**src/rtl/log_motion_ctrl_if.sv**
```systemverilog
// ---------------------------------------------------------------------------
// log_motion_ctrl_if
// Bundles the control pulses, start offsets and committed log positions of
// log_motion_ctrl.
//   master : drives startOfFrame, load_level, speed, start_offsetX/Y;
//            observes logX/logY, busy, frame_done, overrun
//   slave  : the motion controller itself (opposite directions)
// Per-log fields are packed arrays indexed [log][bit].
// ---------------------------------------------------------------------------
interface log_motion_ctrl_if #(
    parameter int NUM_OF_LOGS = 30,
    parameter int SPEED_W     = 3
);
    logic                         startOfFrame;
    logic                         load_level;
    logic [SPEED_W-1:0]           speed;
    logic [NUM_OF_LOGS-1:0][8:0]  start_offsetX;
    logic [NUM_OF_LOGS-1:0][8:0]  start_offsetY;
    logic [NUM_OF_LOGS-1:0][9:0]  logX;
    logic [NUM_OF_LOGS-1:0][8:0]  logY;
    logic                         busy;
    logic                         frame_done;
    logic                         overrun;

    modport master (
        output startOfFrame, load_level, speed, start_offsetX, start_offsetY,
        input  logX, logY, busy, frame_done, overrun
    );

    modport slave (
        input  startOfFrame, load_level, speed, start_offsetX, start_offsetY,
        output logX, logY, busy, frame_done, overrun
    );
endinterface

```
**src/rtl/log_motion_ctrl.sv**
```systemverilog
// ---------------------------------------------------------------------------
// log_motion_ctrl
// Keeps the X/Y position of every log. A load_level pulse loads the start
// offsets (Y folded into 0..SCREEN_H-1); a startOfFrame pulse moves every log
// horizontally by the latched speed, even logs to the right and odd logs to
// the left, wrapping at SCREEN_W. Logs are processed one per clock into a
// shadow buffer, and the whole buffer is copied to the outputs in a single
// COMMIT cycle so the drawing stage never sees a half-updated frame.
// Ports:
//   CLK, resetN : clock, asynchronous active-low reset
//   bus (slave) : startOfFrame, load_level, speed, start_offsetX/Y in;
//                 logX, logY, busy, frame_done, overrun out
// ---------------------------------------------------------------------------
module log_motion_ctrl #(
    parameter int NUM_OF_LOGS = 30,
    parameter int SCREEN_W    = 640,
    parameter int SCREEN_H    = 480,
    parameter int SPEED_W     = 3
) (
    input logic              CLK,
    input logic              resetN,
    log_motion_ctrl_if.slave bus
);

    localparam int IDX_W = (NUM_OF_LOGS > 1) ? $clog2(NUM_OF_LOGS) : 1;
    localparam logic [IDX_W-1:0] LAST_IDX = IDX_W'(NUM_OF_LOGS - 1);

    typedef enum logic [1:0] {IDLE, LOAD, UPDATE, COMMIT} state_t;

    state_t state_reg, state_next;

    logic                        busy;
    logic                        frame_done;
    logic                        last_idx;
    logic [IDX_W-1:0]            index_reg;
    logic [SPEED_W-1:0]          spd_reg;
    logic                        overrun_reg;

    logic [9:0]                  shadow_x_reg [NUM_OF_LOGS];
    logic [8:0]                  shadow_y_reg [NUM_OF_LOGS];
    logic [NUM_OF_LOGS-1:0][9:0] shadow_x_flat;
    logic [NUM_OF_LOGS-1:0][8:0] shadow_y_flat;
    logic [NUM_OF_LOGS-1:0][9:0] log_x_reg;
    logic [NUM_OF_LOGS-1:0][8:0] log_y_reg;

    logic [10:0]                 cur_x_w;
    logic [10:0]                 spd_w;
    logic [10:0]                 sum_right;
    logic [10:0]                 wrap_left;
    logic [9:0]                  upd_x;
    logic [9:0]                  load_x;
    logic [8:0]                  off_y;
    logic [8:0]                  load_y;

    assign last_idx = (index_reg == LAST_IDX);

    // ---------------- FSM: state register ----------------
    always_ff @(posedge CLK or negedge resetN) begin
        if (!resetN) begin
            state_reg <= IDLE;
        end else begin
            state_reg <= state_next;
        end
    end

    // ---------------- FSM: next state ----------------
    // load_level wins everywhere: it preempts startOfFrame in IDLE, aborts an
    // UPDATE, restarts a LOAD, and follows a COMMIT without returning to IDLE.
    always_comb begin
        state_next = state_reg;
        case (state_reg)
            IDLE: begin
                if (bus.load_level) begin
                    state_next = LOAD;
                end else if (bus.startOfFrame) begin
                    state_next = UPDATE;
                end
            end
            LOAD, UPDATE: begin
                if (bus.load_level) begin
                    state_next = LOAD;
                end else if (last_idx) begin
                    state_next = COMMIT;
                end
            end
            COMMIT: begin
                state_next = bus.load_level ? LOAD : IDLE;
            end
            default: state_next = IDLE;
        endcase
    end

    // ---------------- FSM: outputs ----------------
    always_comb begin
        busy       = (state_reg != IDLE);
        frame_done = (state_reg == COMMIT);
    end

    // ---------------- per-log arithmetic for the current index ----------------
    // 11-bit intermediates: x <= 639 and speed <= 2^SPEED_W-1 never overflow.
    always_comb begin
        cur_x_w   = {1'b0, shadow_x_reg[index_reg]};
        spd_w     = 11'(spd_reg);
        sum_right = cur_x_w + spd_w;
        wrap_left = cur_x_w + 11'(SCREEN_W) - spd_w;
        if (index_reg[0] == 1'b0) begin
            upd_x = (sum_right >= 11'(SCREEN_W)) ? 10'(sum_right - 11'(SCREEN_W))
                                                 : 10'(sum_right);
        end else begin
            upd_x = (cur_x_w < spd_w) ? 10'(wrap_left) : 10'(cur_x_w - spd_w);
        end
        // 9-bit X offsets are always below SCREEN_W; only Y needs folding
        load_x = {1'b0, bus.start_offsetX[index_reg]};
        off_y  = bus.start_offsetY[index_reg];
        load_y = ({1'b0, off_y} >= 10'(SCREEN_H)) ? 9'({1'b0, off_y} - 10'(SCREEN_H))
                                                  : off_y;
    end

    // ---------------- datapath ----------------
    always_ff @(posedge CLK or negedge resetN) begin
        if (!resetN) begin
            index_reg   <= '0;
            spd_reg     <= '0;
            overrun_reg <= 1'b0;
            log_x_reg   <= '0;
            log_y_reg   <= '0;
            for (int i = 0; i < NUM_OF_LOGS; i++) begin
                shadow_x_reg[i] <= '0;
                shadow_y_reg[i] <= '0;
            end
        end else begin
            case (state_reg)
                IDLE: begin
                    index_reg <= '0;
                    if (bus.load_level) begin
                        overrun_reg <= 1'b0;
                    end else if (bus.startOfFrame) begin
                        // held for the whole update so mid-frame speed changes are ignored
                        spd_reg <= bus.speed;
                    end
                end
                LOAD: begin
                    if (bus.load_level) begin
                        index_reg <= '0;
                    end else begin
                        shadow_x_reg[index_reg] <= load_x;
                        shadow_y_reg[index_reg] <= load_y;
                        index_reg <= last_idx ? '0 : index_reg + IDX_W'(1);
                    end
                end
                UPDATE: begin
                    if (bus.load_level) begin
                        // partially updated shadow is overwritten by the LOAD that follows
                        index_reg <= '0;
                    end else begin
                        shadow_x_reg[index_reg] <= upd_x;
                        index_reg <= last_idx ? '0 : index_reg + IDX_W'(1);
                    end
                end
                COMMIT: begin
                    log_x_reg <= shadow_x_flat;
                    log_y_reg <= shadow_y_flat;
                    index_reg <= '0;
                end
                default: index_reg <= '0;
            endcase
            if (busy && bus.startOfFrame) begin
                overrun_reg <= 1'b1;
            end
        end
    end

    // gather the shadow entries into one word for the atomic commit
    genvar gi;
    generate
        for (gi = 0; gi < NUM_OF_LOGS; gi++) begin : g_pack
            assign shadow_x_flat[gi] = shadow_x_reg[gi];
            assign shadow_y_flat[gi] = shadow_y_reg[gi];
        end
    endgenerate

    assign bus.logX       = log_x_reg;
    assign bus.logY       = log_y_reg;
    assign bus.busy       = busy;
    assign bus.frame_done = frame_done;
    assign bus.overrun    = overrun_reg;

endmodule

```
**src/flat_wrapper.sv**
```systemverilog
// flat-port wrapper written by rule: the top's interface ports become plain ports
module log_motion_ctrl_flat 
#(
    parameter int NUM_OF_LOGS = 30,
    parameter int SCREEN_W    = 640,
    parameter int SCREEN_H    = 480,
    parameter int SPEED_W     = 3
)
  (CLK, resetN, bus_startOfFrame, bus_load_level, bus_speed, bus_start_offsetX, bus_start_offsetY, bus_logX, bus_logY, bus_busy, bus_frame_done, bus_overrun);
  log_motion_ctrl_if #(.NUM_OF_LOGS(NUM_OF_LOGS), .SPEED_W(SPEED_W)) bus_i ();
  input logic CLK;
  input logic resetN;
  input wire logic [$bits(bus_i.startOfFrame)-1:0] bus_startOfFrame;
  input wire logic [$bits(bus_i.load_level)-1:0] bus_load_level;
  input wire logic [$bits(bus_i.speed)-1:0] bus_speed;
  input wire logic [$bits(bus_i.start_offsetX)-1:0] bus_start_offsetX;
  input wire logic [$bits(bus_i.start_offsetY)-1:0] bus_start_offsetY;
  output wire logic [$bits(bus_i.logX)-1:0] bus_logX;
  output wire logic [$bits(bus_i.logY)-1:0] bus_logY;
  output wire logic [$bits(bus_i.busy)-1:0] bus_busy;
  output wire logic [$bits(bus_i.frame_done)-1:0] bus_frame_done;
  output wire logic [$bits(bus_i.overrun)-1:0] bus_overrun;
  assign bus_i.startOfFrame = bus_startOfFrame;
  assign bus_i.load_level = bus_load_level;
  assign bus_i.speed = bus_speed;
  assign bus_i.start_offsetX = bus_start_offsetX;
  assign bus_i.start_offsetY = bus_start_offsetY;
  assign bus_logX = bus_i.logX;
  assign bus_logY = bus_i.logY;
  assign bus_busy = bus_i.busy;
  assign bus_frame_done = bus_i.frame_done;
  assign bus_overrun = bus_i.overrun;
  log_motion_ctrl #(.NUM_OF_LOGS(NUM_OF_LOGS), .SCREEN_W(SCREEN_W), .SCREEN_H(SCREEN_H), .SPEED_W(SPEED_W)) u_core (.CLK(CLK), .resetN(resetN), .bus(bus_i));
endmodule
```
**config.mk**
```make
export PLATFORM = sky130hd
export DESIGN_NAME = log_motion_ctrl_flat
export DESIGN_NICKNAME = d
export VERILOG_FILES = /design/src/rtl/log_motion_ctrl_if.sv /design/src/rtl/log_motion_ctrl.sv /design/src/flat_wrapper.sv
export SDC_FILE = /design/constraint.sdc
export NUM_CORES = 2
export LEC_CHECK = 0
export CAP_MARGIN = 10
export CORE_AREA = 2 2 436 438
export CTS_CLUSTER_SIZE = 20
export DETAILED_ROUTE_END_ITERATION = 6
export DIE_AREA = 0 0 438 440
export GPL_TIMING_DRIVEN = 1
export PLACE_DENSITY = 0.56
export SLEW_MARGIN = 20
export SYNTH_ARGS = -nofsm -noshare
export SYNTH_HDL_FRONTEND = slang
export SYNTH_SLANG_ARGS = --single-unit
```
**constraint.sdc**
```tcl
create_clock -name CLK -period 12.3 [get_ports CLK]
set_input_delay 1.23 -clock CLK [delete_from_list [all_inputs] [get_ports CLK]]
set_output_delay 1.23 -clock CLK [all_outputs]
set_load 0.02 [all_outputs]
```
Word level (Yosys, flattened, before mapping)
Cells that the tools add are included.
{"block": "totals", "ff_bits": 1151, "latch_bits": 0, "ramBits": 0, "romBits": 0, "in_bits": 547, "output_inout_bits": 573, "word_cells": 194, "n_memories": 0}
{"block": "classes", "n_addsub": 7, "n_mul": 0, "n_div": 0, "order_cmp": 6, "eq_ne": 8, "n_shift": 0, "n_mux": 33, "bitwise": 2, "n_reduce_logical": 14}
{"op": "bitwise mux 300 bit", "count": 2}
{"op": "2-to-1 mux 300 bit", "count": 2}
{"op": "one-hot mux 300 bit (2 select lines)", "count": 1}
{"op": "bitwise mux 270 bit", "count": 1}
{"op": "binary-select mux 9 bit (select 5 bit)", "count": 2}
{"op": "2-to-1 mux 10 bit", "count": 6}
{"op": "binary-select mux 10 bit (select 5 bit)", "count": 1}
{"op": "demux 10 bit (select 5 bit)", "count": 1}
{"op": "demux 9 bit (select 5 bit)", "count": 1}
{"op": "2-to-1 mux 9 bit", "count": 4}
{"op": "subtractor 10 x 3 -> 10 bit", "count": 2}
{"op": "adder 10 x 3 -> 11 bit", "count": 1}
{"op": "greater-or-equal comparator 11 x 10 -> 1 bit, second input constant", "count": 1}
{"op": "adder 10 bit, second input constant", "count": 1}
{"op": "< comparator 10 x 3 -> 1 bit", "count": 1}
{"op": "2-to-1 mux 5 bit", "count": 2}
{"op": "one-hot mux 5 bit (2 select lines)", "count": 1}
{"op": "subtractor 10 bit, second input constant", "count": 1}
{"op": "greater-or-equal comparator 9 bit, second input constant", "count": 1}
{"op": "subtractor 9 bit, second input constant", "count": 1}
{"op": "2-to-1 mux 2 bit", "count": 4}
{"op": "nonzero test 2 bit", "count": 4}
{"op": "greater-or-equal comparator 6 bit, second input constant", "count": 1}
{"op": "< comparator 5 x 6 -> 1 bit, second input constant", "count": 1}
{"op": "17 further kinds", "count": 27}

Longest topological paths before layout
{"block": "depth", "depth_word": 11, "depth_mapped": 30, "depth_no_buf": 19}

Least setup slack after synthesis
Ideal clock, no wire load.
{"block": "synth_path", "path_type": "reg2reg", "start": "reg u_core.index_reg[0]", "end": "reg u_core.shadow_x_reg, in the netlist u_core.shadow_x_flat[119]", "t_arrival_ps": 5589, "required_ps": 12178, "setup_slack_ps": 6590, "stages_incl_launch_ff": 28, "synth_period_minus_slack_ps": 5710, "cell_sequence": "dfrtp_1 buf_6 buf_12 buf_12 buf_12 buf_12 buf_6 buf_6 buf_4 buf_6 buf_2 mux4_2 a22oi_1 nand2_1 nor4_1 inv_1 ha_1 inv_1 fa_1 o21bai_1 a21oi_1 o21bai_1 a21oi_1 o211a_1 xor2_1 mux2i_1 a32o_1 a32o_1"}
{"block": "synth_between", "elab_chain_cells": 11, "elab_cells_between_ends": 24, "classes_between": "add/sub (5); order compare (4); mux (13); bitwise (1); reduce/logical (1)"}
{"item": "start: declaration", "line": "log_motion_ctrl.sv:35", "rtl": "logic [IDX_W-1:0] index_reg;"}
{"item": "start signal: assignment", "line": "log_motion_ctrl.sv:148", "rtl": "index_reg <= last_idx ? '0 : index_reg + IDX_W'(1);"}
{"item": "start signal: assignment", "line": "log_motion_ctrl.sv:157", "rtl": "index_reg <= last_idx ? '0 : index_reg + IDX_W'(1);"}
{"item": "NOT 5 -> 6 bit (implied by the code)", "line": "log_motion_ctrl.sv:102, log_motion_ctrl.sv:146, log_motion_ctrl.sv:156"}
{"item": "binary-select mux 10 bit (select 5 bit)", "line": "log_motion_ctrl.sv:102", "rtl": "cur_x_w = {1'b0, shadow_x_reg[index_reg]};"}
{"item": "2-to-1 mux 10 bit (implied by the code) (2 in series)", "line": "log_motion_ctrl.sv:102"}
{"item": "adder 10 x 3 -> 11 bit or adder 10 bit (tied branches)", "line": "log_motion_ctrl.sv:104, log_motion_ctrl.sv:105"}
{"item": "subtractor 10 bit, or another cell as far along", "line": "log_motion_ctrl.sv:107", "rtl": "upd_x = (sum_right >= 11'(SCREEN_W)) ? 10'(sum_right - 11'(SCREEN_W))"}
{"item": "2-to-1 mux 10 bit, on equally long branches", "line": "log_motion_ctrl.sv:107, log_motion_ctrl.sv:110"}
{"item": "2-to-1 mux 10 bit", "line": "log_motion_ctrl.sv:106", "rtl": "if (index_reg[0] == 1'b0) begin"}
{"item": "bitwise mux 300 bit", "line": "log_motion_ctrl.sv:156", "rtl": "shadow_x_reg[index_reg] <= upd_x;"}
{"item": "2-to-1 mux 300 bit", "line": "log_motion_ctrl.sv:152", "rtl": "if (bus.load_level) begin"}
{"item": "one-hot mux 300 bit (2 select lines) (*)", "line": "log_motion_ctrl.sv:132", "rtl": "case (state_reg)"}
{"item": "end signal: indexed assignment", "line": "log_motion_ctrl.sv:146", "rtl": "shadow_x_reg[index_reg] <= load_x;"}
{"item": "end signal: indexed assignment", "line": "log_motion_ctrl.sv:156"}
{"item": "end: declaration", "line": "log_motion_ctrl.sv:39", "rtl": "logic [9:0] shadow_x_reg [NUM_OF_LOGS];"}
Every way passes the cells marked *; elsewhere a longest branch is shown, timed or not. The select of a mux whose other input is x is not followed.
A chain may end at the register's enable or synchronous reset.

Final worst setup path
{"block": "layout_path", "start": "reg u_core.index_reg[1]", "end": "reg u_core.shadow_x_reg, in the netlist u_core.shadow_x_flat[9]"}
{"block": "layout_between", "elab_chain_cells": 11, "elab_cells_between_ends": 24, "classes_between": "add/sub (5); order compare (4); mux (13); bitwise (1); reduce/logical (1)"}
{"item": "NOT 5 -> 6 bit (implied by the code) (*)", "line": "log_motion_ctrl.sv:102, log_motion_ctrl.sv:146, log_motion_ctrl.sv:156"}
{"item": "binary-select mux 10 bit (select 5 bit)", "line": "log_motion_ctrl.sv:102"}
{"item": "2-to-1 mux 10 bit (implied by the code) (2 in series)", "line": "log_motion_ctrl.sv:102"}
{"item": "adder 10 x 3 -> 11 bit or adder 10 bit (tied branches)", "line": "log_motion_ctrl.sv:104, log_motion_ctrl.sv:105"}
{"item": "subtractor 10 bit, or another cell as far along", "line": "log_motion_ctrl.sv:107"}
{"item": "2-to-1 mux 10 bit, on equally long branches", "line": "log_motion_ctrl.sv:107, log_motion_ctrl.sv:110"}
{"item": "2-to-1 mux 10 bit", "line": "log_motion_ctrl.sv:106"}
{"item": "bitwise mux 300 bit", "line": "log_motion_ctrl.sv:156"}
{"item": "2-to-1 mux 300 bit", "line": "log_motion_ctrl.sv:152"}
{"item": "one-hot mux 300 bit (2 select lines) (*)", "line": "log_motion_ctrl.sv:132"}
Marks and branches as above.

==> key figures <==
Logic synthesis
  – Synth Area per Inst: between 10 and 15 sq um
  – Synthesized flop and latch total: 1151
  – Ys Warns: 0
  – Post-Syn Nets: 4476
  – Synth area leaders: dfrtp_1 (57%), mux2_2 (15%), mux4_2 (6.3%), nand2_1 (4.4%), o21ai_0 (3.9%)
  – Synth async-reset ratio: 100.0%
  – Primary FF master, synth: dfrtp_1
  – Sequential fraction of the synthesis area: 56.95%
  – Synth top area share: 56.95%
  – Mapped Area: 50580 sq um
  – Yosys cell types: 83
  – Post-Synthesis Cells: 3889
  – Number of synthesized flops with an enable pin: 0
  – Synth area leader: dfrtp_1

Run status
  – Outcome: finished clean

Timing
  – Hold slack: roughly 0.39 ns
  – Final Setup Violations: 0
  – Tcrit/Tclk final: 56.79%
  – RSZ-0062 raised after global routing: false
  – Slew headroom: ~22%
  – Layout Skew: between 0.03 and 0.04 ns
  – Fmax: 0.1432 GHz
  – Worst slew pin tran: 1.159 ns
  – Total negative slack: 0 ns
  – Final hold vios: 0
  – Fin. max-slew vios: 0
  – Final worst slack: 5.315 ns
  – Post-layout minimum cycle time: 6.985 ns

Route
  – First drt pass iteration count: 5
  – Final ANT Viol Nets: 0
  – Post-DR wirelength/cell: 29.98 um
  – Via/cell ratio: 4.933
  – 1st-iter DRT viols: around 3000
  – Via count: approximately 38000
  – DRC viols: 0
  – Final wirelength: between 200 and 250 mm

Placed design
  – Place WS: a little over 5 ns
  – Placed Instances: between 7000 and 8000
  – Gpl congestion: between 0.9 and 1
  – I/O Buffers: 1119
  – Area post-placement: 64380 sq um
  – Final HPWL DP: 172.4 mm

Critical path
  – Critical path data arrival time: 7.59 ns
  – R2R Setup Slk: 5.32 ns
  – Largest stage delay, worst path: 1.01 ns
  – Crit path cell chain: buf_12 -> mux4_2 -> a22oi_1 -> nand2_1 -> nor4_1 -> ha_1 -> inv_1 -> ha_1 -> inv_1 -> fa_1 -> o21bai_1 -> a21oi_1 -> o21bai_1 -> a21oi_1 -> o211a_1 -> xor2_1 -> mux2i_1 -> a32oi_1 -> o21ai_0
  – Critical path class: register to register
  – Crit Path Max Fanout: 87
  – Buf/Inv on CP: 3
  – Cells on worst reg2reg path: 19
  – Crit-path slowest cell: nor4_1
  – Reg-to-Reg Start: u_core.index_reg[1]
  – Crit end category: register
  – Critical Path RT: 12.91 ns
  – Startpoint types: register
  – CP delay by family, top: compound AO/OA/AOI/OAI gates
  – RR Endpoint: u_core.shadow_x_flat[9]

Final layout
  – Share of cells above drive strength 1: 22.86%
  – Commonest non-fill, non-tap cells in the layout: dfrtp_1 (1149), clkdlybuf4s50_1 (1118), mux2_2 (668), nand2_1 (588), o21ai_0 (392)
  – Design Area, Final: 68950 sq um
  – Fin cells: ~7600
  – Layout Nets: 5547
  – Most common cell after layout, fill and taps aside: dfrtp_1
  – Area Overhead vs Synth: 36.32%
  – Fill cell count: 18392

Floorplanning
  – Num rows: 160
  – Die area: 192700 sq um
  – Die height: about 440 um
  – Initial Util: 26.82%
  – Die Span X: 438 um
  – Core area: 188600 sq um
  – # IOs: 1120

GRT
  – First-pass GRT wire length: a little over 300 mm
  – Largest net degree at the start of global routing: 177
  – GRT overflow: 0
  – GRT Total Usage: 23.11%
  – Vias in the first global route: 37446
  – Initial antenna violation count: 43

Clocking
  – CTS tree: done
  – Sinks on Clock Net: 1151
  – Post-CTS Setup Repair Bufs: 0
  – H-tree levels: 4
  – Worst skew pair latency: between 0.8 and 0.9 ns
  – Longest Clk Path Bufs: 3
  – CTS Hold Buffers Added: 0
  – CTS buffer count: 134
  – CTS clock-pin slew for the worst setup and hold paths: 0.06 ns
  – Clock Root Buffer: clkbuf_16
  – Post_cts resized: 0

Min path
  – Worst Hold Class: input port to async pin

Power and ir drop
  – PD cells: 191.4 nW/um^2
  – VDD IR-drop max: 0.1304 mV
  – Pleak: 30.16 nW

Run
  – Max Cap Violations: 0
cells in the mapped netlist (20+ instances only):
master       n
o31ai_1     31
ha_1        36
buf_2       37
clkbuf_1   148
a21oi_2     20
a21oi_1     36
mux4_2     141
mux2i_1    130
mux2_2     668
dfrtp_1   1151
nand2_1    589
o21ai_0    394
a22oi_1     37
nor2_1      99
buf_4       21
o22ai_1     42
inv_1       36
cell type report:
type / instances / area, sq um / area share (%)
diodes: 25 / 62.56 / 0.09074
clock buffers: 195 / 3924 / 5.691
clock inverters: 47 / 579.3 / 0.8402
inverters: 38 / 142.6 / 0.2069
multi-input cells: 2452 / 20510 / 29.75
flip-flops and latches: 1151 / 28810 / 41.79
well taps: 2511 / 3142 / 4.557
repair buffers: 1183 / 11780 / 17.08
how the worst max path moves through the flow:
stage                                   start                   endpoint  slack (ns)  cells past startpoint
after CTS                 u_core.index_reg[0]  u_core.shadow_x_flat[242]        5.21                     14
after detailed placement  u_core.index_reg[0]  u_core.shadow_x_flat[242]        5.18                     14
after floorplan           u_core.index_reg[0]  u_core.shadow_x_flat[119]        6.59                     27
after global routing      u_core.index_reg[0]   u_core.shadow_x_flat[89]        4.88                     18
after global placement    u_core.index_reg[0]  u_core.shadow_x_flat[289]        5.11                     18
final                     u_core.index_reg[1]    u_core.shadow_x_flat[9]        5.32                     19
metal layers:
metal | wire length (um) | vias up | track usage, %
li1 | - | 16174 | -
met1 | 91540 | 19424 | 28.71
met2 | 111600 | 1526 | 38.73
met3 | 14300 | 371 | 4.668
met4 | 10470 | 8 | 10.41
met5 | 54 | - | 0
worst register-to-register path: stages (launching register included):
cell and delay, ns:
dfrtp_4 0.93, buf_12 0.44, mux4_2 0.58, a22oi_1 0.46, nand2_1 0.23, nor4_1 1.01, ha_1 0.30, inv_1 0.05
ha_1 0.21, inv_1 0.08, fa_1 0.23, o21bai_1 0.10, a21oi_1 0.26, o21bai_1 0.10, a21oi_1 0.28, o211a_1 0.20
xor2_1 0.15, mux2i_1 0.16, a32oi_1 0.85, o21ai_0 0.20
report_power, final:
part	internal, mW	total [mW]	switching [mW]
Combinational	1.79	4.65	2.86
Clock	2.38	4.08	1.70
Sequential	4.13	4.47	0.340
per-stage QoR:
| step | total power [mW] | util [%] |
|---|---|---|
| detailed placement | 9.245 | 34.14 |
| global placement | 9.219 | 34.13 |
| global route | 13.74 | 36.55 |
| CTS | 13.37 | 36.52 |
| finish | 13.20 | 36.56 |
| floorplan | 7.093 | - |
kinds of logic after synthesis:
family	count (synthesis)	share of synthesized area, %
AOI/OAI and AO/OA	646	7.587
xor gates and xnor gates	20	0.3463
adders and majority gates	40	1.049
buffers and inverters	286	2.835
DFF	1151	56.95
muxes	959	24.76
and+or+nand+nor	787	6.474
No activity file was read; power rests on OpenSTA's default activity.
